### src/rtl/pss_peak_detector.sv
// PSS correlation peak detector: moving-average threshold, windowed peak
// tracking and post-detection holdoff over a stream of unsigned magnitudes.
//
// Ports:
//   clk_i            - single clock, all logic on its rising edge
//   reset_ni         - asynchronous active-low reset
//   s_axis_in_tdata  - unsigned correlator magnitude (IN_DW bits)
//   s_axis_in_tvalid - sample valid, no backpressure
//   peak_valid_o     - one-cycle detection pulse
//   peak_index_o     - sample index of the detected peak (held)
//   peak_value_o     - magnitude of the detected peak (held)
module pss_peak_detector #(
    parameter int unsigned IN_DW            = 32,
    parameter int unsigned WINDOW_LEN       = 8,
    parameter int unsigned DETECTION_FACTOR = 4,
    parameter int unsigned MIN_LEVEL        = 100,
    parameter int unsigned PEAK_WIN         = 4,
    parameter int unsigned HOLDOFF_LEN      = 16,
    parameter int unsigned CNT_DW           = 16
) (
    input  logic              clk_i,
    input  logic              reset_ni,
    input  logic [IN_DW-1:0]  s_axis_in_tdata,
    input  logic              s_axis_in_tvalid,
    output logic              peak_valid_o,
    output logic [CNT_DW-1:0] peak_index_o,
    output logic [IN_DW-1:0]  peak_value_o
);

    localparam int unsigned LW    = $clog2(WINDOW_LEN);
    localparam int unsigned SUM_W = IN_DW + LW;
    localparam int unsigned FW    = $clog2(DETECTION_FACTOR + 1);
    localparam int unsigned TH_W  = IN_DW + FW;
    localparam int unsigned CM0   = (WINDOW_LEN > PEAK_WIN) ? WINDOW_LEN : PEAK_WIN;
    localparam int unsigned CMAX  = (CM0 > HOLDOFF_LEN) ? CM0 : HOLDOFF_LEN;
    localparam int unsigned CW    = $clog2(CMAX + 1);

    typedef enum logic [1:0] {
        FILL,
        SEARCH,
        TRACK,
        HOLDOFF
    } state_t;

    state_t              state_q, state_d;
    logic [IN_DW-1:0]    win_q [WINDOW_LEN];
    logic [LW-1:0]       wr_ptr_q;
    logic [SUM_W-1:0]    sum_q;
    logic [CNT_DW-1:0]   idx_q;
    logic [CW-1:0]       cnt_q, cnt_d;
    logic [IN_DW-1:0]    max_q, max_d;
    logic [CNT_DW-1:0]   max_idx_q, max_idx_d;
    logic                report;

    logic [IN_DW-1:0]    avg;
    logic [TH_W-1:0]     threshold;
    logic                trigger;

    // Average covers only the samples preceding the current one; the
    // current sample is written into the window on the same edge.
    assign avg       = IN_DW'(sum_q >> LW);
    assign threshold = TH_W'(avg) * TH_W'(DETECTION_FACTOR);
    assign trigger   = (TH_W'(s_axis_in_tdata) > threshold) &&
                       (s_axis_in_tdata > IN_DW'(MIN_LEVEL));

    always_comb begin
        state_d   = state_q;
        cnt_d     = cnt_q;
        max_d     = max_q;
        max_idx_d = max_idx_q;
        report    = 1'b0;
        if (s_axis_in_tvalid) begin
            unique case (state_q)
                FILL: begin
                    if (cnt_q == CW'(WINDOW_LEN - 1)) begin
                        state_d = SEARCH;
                        cnt_d   = '0;
                    end else begin
                        cnt_d = cnt_q + CW'(1);
                    end
                end
                SEARCH: begin
                    if (trigger) begin
                        max_d     = s_axis_in_tdata;
                        max_idx_d = idx_q;
                        if (PEAK_WIN <= 1) begin
                            report  = 1'b1;
                            cnt_d   = '0;
                            state_d = (HOLDOFF_LEN == 0) ? SEARCH : HOLDOFF;
                        end else begin
                            cnt_d   = CW'(1);
                            state_d = TRACK;
                        end
                    end
                end
                TRACK: begin
                    // Strict compare: ties keep the earliest sample.
                    if (s_axis_in_tdata > max_q) begin
                        max_d     = s_axis_in_tdata;
                        max_idx_d = idx_q;
                    end
                    if (cnt_q == CW'(PEAK_WIN - 1)) begin
                        report  = 1'b1;
                        cnt_d   = '0;
                        state_d = (HOLDOFF_LEN == 0) ? SEARCH : HOLDOFF;
                    end else begin
                        cnt_d = cnt_q + CW'(1);
                    end
                end
                HOLDOFF: begin
                    if (cnt_q == CW'(HOLDOFF_LEN - 1)) begin
                        state_d = SEARCH;
                        cnt_d   = '0;
                    end else begin
                        cnt_d = cnt_q + CW'(1);
                    end
                end
                default: begin
                    state_d = FILL;
                    cnt_d   = '0;
                end
            endcase
        end
    end

    always_ff @(posedge clk_i or negedge reset_ni) begin
        if (!reset_ni) begin
            state_q      <= FILL;
            cnt_q        <= '0;
            max_q        <= '0;
            max_idx_q    <= '0;
            idx_q        <= '0;
            sum_q        <= '0;
            wr_ptr_q     <= '0;
            peak_valid_o <= 1'b0;
            peak_index_o <= '0;
            peak_value_o <= '0;
            for (int i = 0; i < int'(WINDOW_LEN); i++) begin
                win_q[i] <= '0;
            end
        end else begin
            state_q      <= state_d;
            cnt_q        <= cnt_d;
            max_q        <= max_d;
            max_idx_q    <= max_idx_d;
            peak_valid_o <= report;
            if (report) begin
                peak_index_o <= max_idx_d;
                peak_value_o <= max_d;
            end
            if (s_axis_in_tvalid) begin
                // Slot at wr_ptr_q holds the oldest sample.
                sum_q <= sum_q + SUM_W'(s_axis_in_tdata)
                               - SUM_W'(win_q[wr_ptr_q]);
                win_q[wr_ptr_q] <= s_axis_in_tdata;
                wr_ptr_q        <= wr_ptr_q + LW'(1);
                idx_q           <= idx_q + CNT_DW'(1);
            end
        end
    end

endmodule

### config.mk
export PLATFORM = sky130hd
export DESIGN_NAME = pss_peak_detector
export DESIGN_NICKNAME = d
export VERILOG_FILES = /design/src/rtl/pss_peak_detector.sv
export SDC_FILE = /design/constraint.sdc
export NUM_CORES = 1
export LEC_CHECK = 0
export BUFFER_PORTS_ARGS = -buffer_cell sky130_fd_sc_hd__buf_2
export CAP_MARGIN = 20
export CORE_ASPECT_RATIO = 1.25
export CORE_MARGIN = 3
export CORE_UTILIZATION = 40
export DETAILED_ROUTE_END_ITERATION = 6
export PLACE_DENSITY = 0.58
export SYNTH_ARGS = -nofsm -noshare
export SYNTH_HDL_FRONTEND = slang
export SYNTH_SLANG_ARGS = --single-unit
### constraint.sdc
create_clock -name clk_i -period 6.8 [get_ports clk_i]
set_input_delay 0.68 -clock clk_i [delete_from_list [all_inputs] [get_ports clk_i]]
set_output_delay 0.68 -clock clk_i [all_outputs]
set_load 0.01 [all_outputs]
==> flow_metrics.py, run 1 <==
metrics = {
    "die": {
        "dieArea_um2": 59300,
        "rows": 96,
        "dieHeight_um": 271,
        "num_io_pins": 84,
        "start_util_pct": 40.7,
        "core_um2": 55400,
        "fp.dieW_um": 218,
    },
    "setup_path": {
        "r2r_start": "wr_ptr_q[0]",
        "path_max_fanout": 44,
        "rr_worst_depth": 14,
        "cp.required_ns": 7.23,
        "cp-start-kind": "register",
        "cp.arrival_ns": 6.13,
        "worstSetupEndpointType": "register",
        "r2r_slack_ns": 1.10,
        "cp-startpoint": "wr_ptr_q[0]",
        "path_class": "reg2reg",
        "rr_endpoint": "sum_q[31]",
        "critPathCapture": "sum_q[31]",
    },
    "synthesis": {
        "synth_area_per_cell_um2": 10.6,
        "yosys_warnings": 0,
        "yosys_most_used_dff": "dfrtp_1",
        "synth_cell_type_count": 66,
        "synth_cells": 2119,
        "syn_area_um2": 22600,
        "synth_top_cell_by_area": "dfrtp_1",
        "synth_seq_cells": 414,
        "syn_nets": 2294,
        "synth_async_sr_flop_share_pct": 100,
        "synth_area_leaders": "dfrtp_1 (46%), mux2_2 (8.6%), mux4_2 (6.4%)",
        "synth-edff-count": 0,
        "synth_top_area_share_pct": 45.9,
        "seq_area_frac_synth_pct": 45.9,
    },
    "cells_and_area": {
        "mostFrequentLayoutCell": "dfrtp_1",
        "final_cell_mix": "dfrtp_1 (411), nand2_1 (270), mux2_2 (173), inv_1 (171), o21ai_0 (153)",
        "final_layout_size_suffix_gt1_share_pct": 20.5,
        "nFillCells": 5163,
        "area_growth_syn_to_layout_pct": 11.7,
        "seq_area_um2": 10400,
        "multi_input_area_um2": 11100,
        "nets": 2329,
    },
    "clock_tree": {
        "cts_hold_buffers": 0,
        "cts_setup_buffers": 0,
        "cts_sinks": 414,
        "clk_pin_slew_ns": 0.07,
        "cts_buffer_depth": 3,
        "cts_tree": "yes",
        "post_cts_resized": 0,
        "root_buffer": "clkbuf_16",
        "cts_buffers": 43,
        "clock_latency_ns": 0.56,
        "h-tree-depth": 2,
    },
    "routing": {
        "num_vias": 16400,
        "wl_um": 60100,
        "drc": 0,
        "wl_per_cell_um": 20.5,
        "first_pass_iters": 7,
        "routed_via_density": 5.61,
        "ant_nets": 0,
        "first_iter_violations": 1111,
    },
    "timing": {
        "tns_ns": 0,
        "max_freq_mhz": 175,
        "finalSetupViolCount": 0,
        "rsz0062_at_grt": "false",
        "slew-limit-headroom_pct": 29.0,
        "timing.final.crit_share_pct": 83.8,
        "worst_slew_pin_slew_ns": 1.06,
        "finalHoldViolations": 0,
        "fin_crit_ns": 5.70,
        "finalMaxSlewViolations": 0,
        "finalClockSkew_ns": 0.0180,
    },
    "global_routing": {
        "antenna_found_initial": 2,
        "grt_pass1_wl_um": 96400,
        "grt_usage_pct": 20.4,
        "grt_pass1_vias": 17002,
        "overflow": 0,
        "grt_max_degree": 117,
    },
    "worst_hold_path": {
        "worstHoldPathType": "in2async",
    },
    "placed_design": {
        "gp_congestion": 0.883,
        "hpwl_um": 40000,
        "portBuffers": 83,
    },
    "outcome": {
        "status": "complete, no violations",
    },
    "run": {
        "cap_violations": 0,
    },
}
-- synth_stat cells, types with 5 or more instances --
library cell	number
dfrtp_1	414
nand2_1	270
mux2_2	173
inv_1	171
o21ai_0	153
clkbuf_1	112
ha_1	108
a31oi_1	101
nor2_1	79
mux4_2	64
nor3_1	62
o211ai_1	54
a21oi_1	47
a21o_1	34
fa_1	32
xnor2_1	27
nand4_1	22
nand3_1	19
mux2i_1	17
xor2_1	14
buf_1	12
o21a_1	11
and3_1	10
and2_1	8
nand2b_1	7
nor2b_1	7
nor4_1	7
a211oi_1	6
or2_2	5
-- metrics by stage --
step | hold slack [ns] | util [%] | std cells | cell area [µm²] | setup slack [ns]
floorplan | 0.384 | - | 2119 | 22600 | 1.64
global placement | 0.456 | 42.9 | 2843 | 23700 | 1.19
detailed placement | 0.465 | 42.9 | 2843 | 23700 | 1.10
CTS | 0.219 | 45.4 | 2921 | 25200 | 1.03
global route | 0.227 | 45.5 | 2924 | 25200 | 0.714
finish | 0.154 | 45.5 | 2924 | 25200 | 1.10
-- state kept, by name, indices dropped and copies added, names as in the netlist --
name and count:
peak_index_o 16, max_idx_q 16, max_q 32, sum_q 35, peak_valid_o 1, win_q 256, peak_value_o 32, wr_ptr_q 3
cnt_q 5, state_q 2, idx_q 16
-- worst min-delay path by stage --
stage               cells past startpoint  startpoint              end
floorplan                               0    reset_ni         cnt_q[0]
global placement                        2   win_q[25]        win_q[25]
detailed placement                      2   win_q[37]        win_q[37]
CTS                                     1    reset_ni  peak_value_o[4]
global route                            1    reset_ni        max_q[13]
finish                                  1    reset_ni        max_q[13]
-- routing by layer --
metal  wire [µm]  vias to the layer above  GRT usage [%]
met1       25500                     8322           26.5
met3        2460                       97           2.43
met2       30400                      381           35.7
met5           0                        -              0
li1            -                     7600              -
met4        1640                        0           6.01
-- area by class of cell --
type	instances	share of cell area, %
diodes	2	0.0199
clock buffers	64	5.11
clock inverters	14	0.546
inverters	171	2.55
multi-input cells	1409	44.2
flip-flops and latches	414	41.1
well taps	735	3.65
repair buffers	115	2.74
-- critical path, stage by stage, from the launching register on --
cell and delay (ns):
dfrtp_4 1.08, buf_4 0.61, mux4_2 0.58, mux2_2 0.29, fa_1 0.48, inv_1 0.04
ha_1 0.34, a21oi_1 0.17, o211ai_1 0.11, and4_1 0.23, a221oi_1 0.30, o22ai_1 0.14
a2111oi_2 0.64, a2111oi_0 0.25, a221o_1 0.29
-- logic make-up after synthesis --
kind of cell / after synthesis / share of synthesized area, %
AND/OR/NAND/NOR: 518 / 10.2
AO/OA/AOI/OAI: 456 / 12.7
flip-flops: 414 / 45.9
buffers and inverters: 296 / 4.93
multiplexers: 254 / 15.8
adder cells (fa/ha/maj): 140 / 8.83
XOR/XNOR: 41 / 1.59
Power of run 1 is left out: the tool's default activity adds up to more than one toggle a clock period on the data nets, which glitch-free logic cannot reach.
==> inputs of run 2 (changes only) <==
--- a/config.mk
+++ b/config.mk
@@ -5,6 +5,7 @@
 export SDC_FILE = /design/constraint.sdc
 export NUM_CORES = 1
 export LEC_CHECK = 0
+export ABC_AREA = 1
 export BUFFER_PORTS_ARGS = -buffer_cell sky130_fd_sc_hd__buf_2
 export CAP_MARGIN = 20
 export CORE_ASPECT_RATIO = 1.25
==> constraint.sdc (replaced) <==
create_clock -name clk_i -period 5.45 [get_ports clk_i]
set_input_delay 0.545 -clock clk_i [delete_from_list [all_inputs] [get_ports clk_i]]
set_output_delay 0.545 -clock clk_i [all_outputs]
set_load 0.01 [all_outputs]
==> run 2 against run 1 <==
  * The flow now finishes with violations (negative hold slack)
  * Critical path depth rose by 2
  * Non-clock buffer count is 5 higher
  * Fmax is 26% higher
  * Core utilization fell by 0.17 points
  * Critical endpoint is now sum_q[25]
==> flow_metrics.py, run 2 <==
metrics = {
    "outcome": {
        "status": "finished, violations left",
        "failed_checks": "negative hold slack",
    },
    "timing": {
        "finalClockSkew_ns": 0.0268,
        "finalHoldViolations": 15,
        "timing.final.crit_share_pct": 82.7,
        "holdWs_ns": -0.0195,
        "tns_ns": 0,
        "setup_ws_ns": 0.941,
        "fin_crit_ns": 4.51,
        "worst_slew_pin_slew_ns": 1.16,
        "finalSetupViolCount": 0,
        "max_freq_mhz": 222,
        "finalMaxSlewViolations": 0,
        "slew-limit-headroom_pct": 22.6,
        "rsz0062_at_grt": "false",
    },
    "die": {
        "core_um2": 58700,
        "dieHeight_um": 279,
        "dieArea_um2": 62800,
        "start_util_pct": 40.7,
        "fp.dieW_um": 225,
        "num_io_pins": 84,
        "rows": 99,
    },
    "synthesis": {
        "synth_area_per_cell_um2": 7.76,
        "synth_async_sr_flop_share_pct": 100,
        "synth_top_cell_by_area": "dfrtp_1",
        "syn_area_um2": 23900,
        "synthTopCellsByCount": "nand2_1 (782), o21ai_0 (425), dfrtp_1 (414), inv_1 (352), nand3_1 (327)",
        "yosys_warnings": 0,
        "yosysMostFrequentCell": "nand2_1",
        "seq_area_frac_synth_pct": 43.3,
        "syn_nets": 3258,
        "synth_area_leaders": "dfrtp_1 (43%), nand2_1 (12%), o21ai_0 (8.9%)",
        "synth_top_area_share_pct": 43.3,
        "synth_cells": 3083,
        "synth_cell_type_count": 46,
        "synth-edff-count": 0,
        "yosys_most_used_dff": "dfrtp_1",
        "synth_seq_cells": 414,
    },
    "clock_tree": {
        "clock_latency_ns": 0.61,
        "cts_sinks": 414,
        "h-tree-depth": 2,
        "clk_pin_slew_ns": 0.06,
        "cts_buffer_depth": 3,
        "cts_tree": "yes",
        "root_buffer": "clkbuf_16",
        "post_cts_resized": 0,
        "cts_hold_buffers": 0,
        "cts_buffers": 46,
        "cts_setup_buffers": 0,
    },
    "global_routing": {
        "grt_max_degree": 150,
        "use_met3_pct": 2.90,
        "grt_pass1_wl_um": 119000,
        "overflow": 0,
        "grt_usage_pct": 23.9,
        "grt_pass1_vias": 21075,
        "antenna_found_initial": 0,
        "gr-usage-met1_pct": 31.0,
        "grt_use_met2_pct": 41.1,
        "grt-busiest-layer": "met2",
    },
    "setup_path": {
        "crit_path_max_incr_delay_ns": 0.58,
        "cp.required_ns": 5.97,
        "worstSetupEndpointType": "register",
        "r2r_start": "wr_ptr_q[0]",
        "rr_worst_depth": 16,
        "path_buf_inv": 2,
        "rr_endpoint": "sum_q[25]",
        "path_class": "reg2reg",
        "cp.arrival_ns": 5.03,
        "critPathSlowestCell": "buf_4",
        "path_max_fanout": 73,
        "path_cells": "buf_4 -> nand2_1 -> o211ai_1 -> o2111ai_1 -> fa_1 -> inv_1 -> ha_1 -> nand2_1 -> nor2_1 -> nand2_1 -> nor3_1 -> a21oi_1 -> o21ai_0 -> xor2_1 -> nand2_1 -> nand2_1",
        "crit_path_frequent_cell": "nand2_1",
        "r2r_slack_ns": 0.94,
        "cp-startpoint": "wr_ptr_q[0]",
        "crit_family": "compound AO/OA/AOI/OAI gates",
        "cp-start-kind": "register",
    },
    "routing": {
        "ant_nets": 0,
        "wl_per_cell_um": 19.4,
        "first_iter_violations": 1650,
        "wl_um": 74800,
        "first_pass_iters": 6,
        "drc": 0,
        "num_vias": 21058,
        "routed_via_density": 5.45,
    },
    "cells_and_area": {
        "final_cell_mix": "nand2_1 (775), o21ai_0 (425), dfrtp_1 (413), inv_1 (351), nand3_1 (327)",
        "multi_input_area_um2": 11500,
        "largest_registers": "win_q x256, sum_q x35",
        "nets": 3247,
        "largest_reg_flops": 256,
        "seq_area_um2": 10400,
        "area_growth_syn_to_layout_pct": 11.3,
        "finalNonFillerCells": 3866,
        "regMostFlops": "win_q",
        "final_layout_size_suffix_gt1_share_pct": 7.56,
        "utilization_pct": 45.3,
        "mostFrequentLayoutCell": "nand2_1",
        "nFillCells": 5914,
        "n_antenna_cell": 0,
    },
    "run": {
        "cap_violations": 0,
    },
    "placed_design": {
        "hpwl_um": 50500,
        "portBuffers": 83,
        "gp_congestion": 0.953,
        "dpl.cell_count": 3780,
        "place_ws_ns": 1.00,
    },
    "worst_hold_path": {
        "worstHoldPathType": "in2async",
    },
}
==> run 2: changes by cell type in the layout (fill, tap and decap cells not counted), sizes merged, moves of 22 or more <==
cell	previous run	this run
nand2	270	787
nor3	62	22
nor2	79	118
o211ai	54	32
o21ai	153	431
o2111ai	3	30
a31oi	101	2
o21a	11	65
mux4	64	0
mux2	173	0
inv	172	359
a21o	34	6
nand3	19	328
a21oi	47	88
==> run 2: worst max path at each step <==
stage / end / slack, ns / cells after the start
6_report: sum_q[25] / 0.94 / 16
3_5_place_dp: sum_q[25] / 1.00 / 16
5_1_grt: sum_q[25] / 0.74 / 16
3_3_place_gp: sum_q[25] / 1.01 / 17
4_1_cts: sum_q[25] / 0.96 / 16
2_1_floorplan: sum_q[20] / 1.96 / 21
==> run 2: cell families after synthesis <==
kind of cell             after synthesis  synth area share (%)
AND/OR/NAND/NOR                     1287                  22.6
buffers and inverters                545                  8.96
adder cells (fa/ha/maj)              140                  8.33
XOR/XNOR                              33                  1.21
flip-flops                           414                  43.3
AO/OA/AOI/OAI                        664                  15.6
==> run 2: through the flow <==
stage	instance area [µm²]	hold WS (ns)
floorplan	23900	0.249
global route	26600	0.0389
CTS	26600	0.0127
global placement	24900	0.459
detailed placement	24900	0.460
finish	26600	-0.0195
==> run 2: per-layer routing <==
layer / vias to the layer above / part of all wire [%]
li1: 10040 / -
met1: 10193 / 43
met2: 673 / 49
met3: 152 / 5.3
met4: 0 / 3.5
met5: - / 0
==> run 2: layout make-up <==
type,count,share of cell area (%)
multi-input cells,2124,43.1
flip-flops and latches,414,38.9
inverters,366,5.16
clock buffers,59,4.73
well taps,757,3.56
repair buffers,120,3.02
clock inverters,26,1.49
Power of run 2 is left out for the same reason.
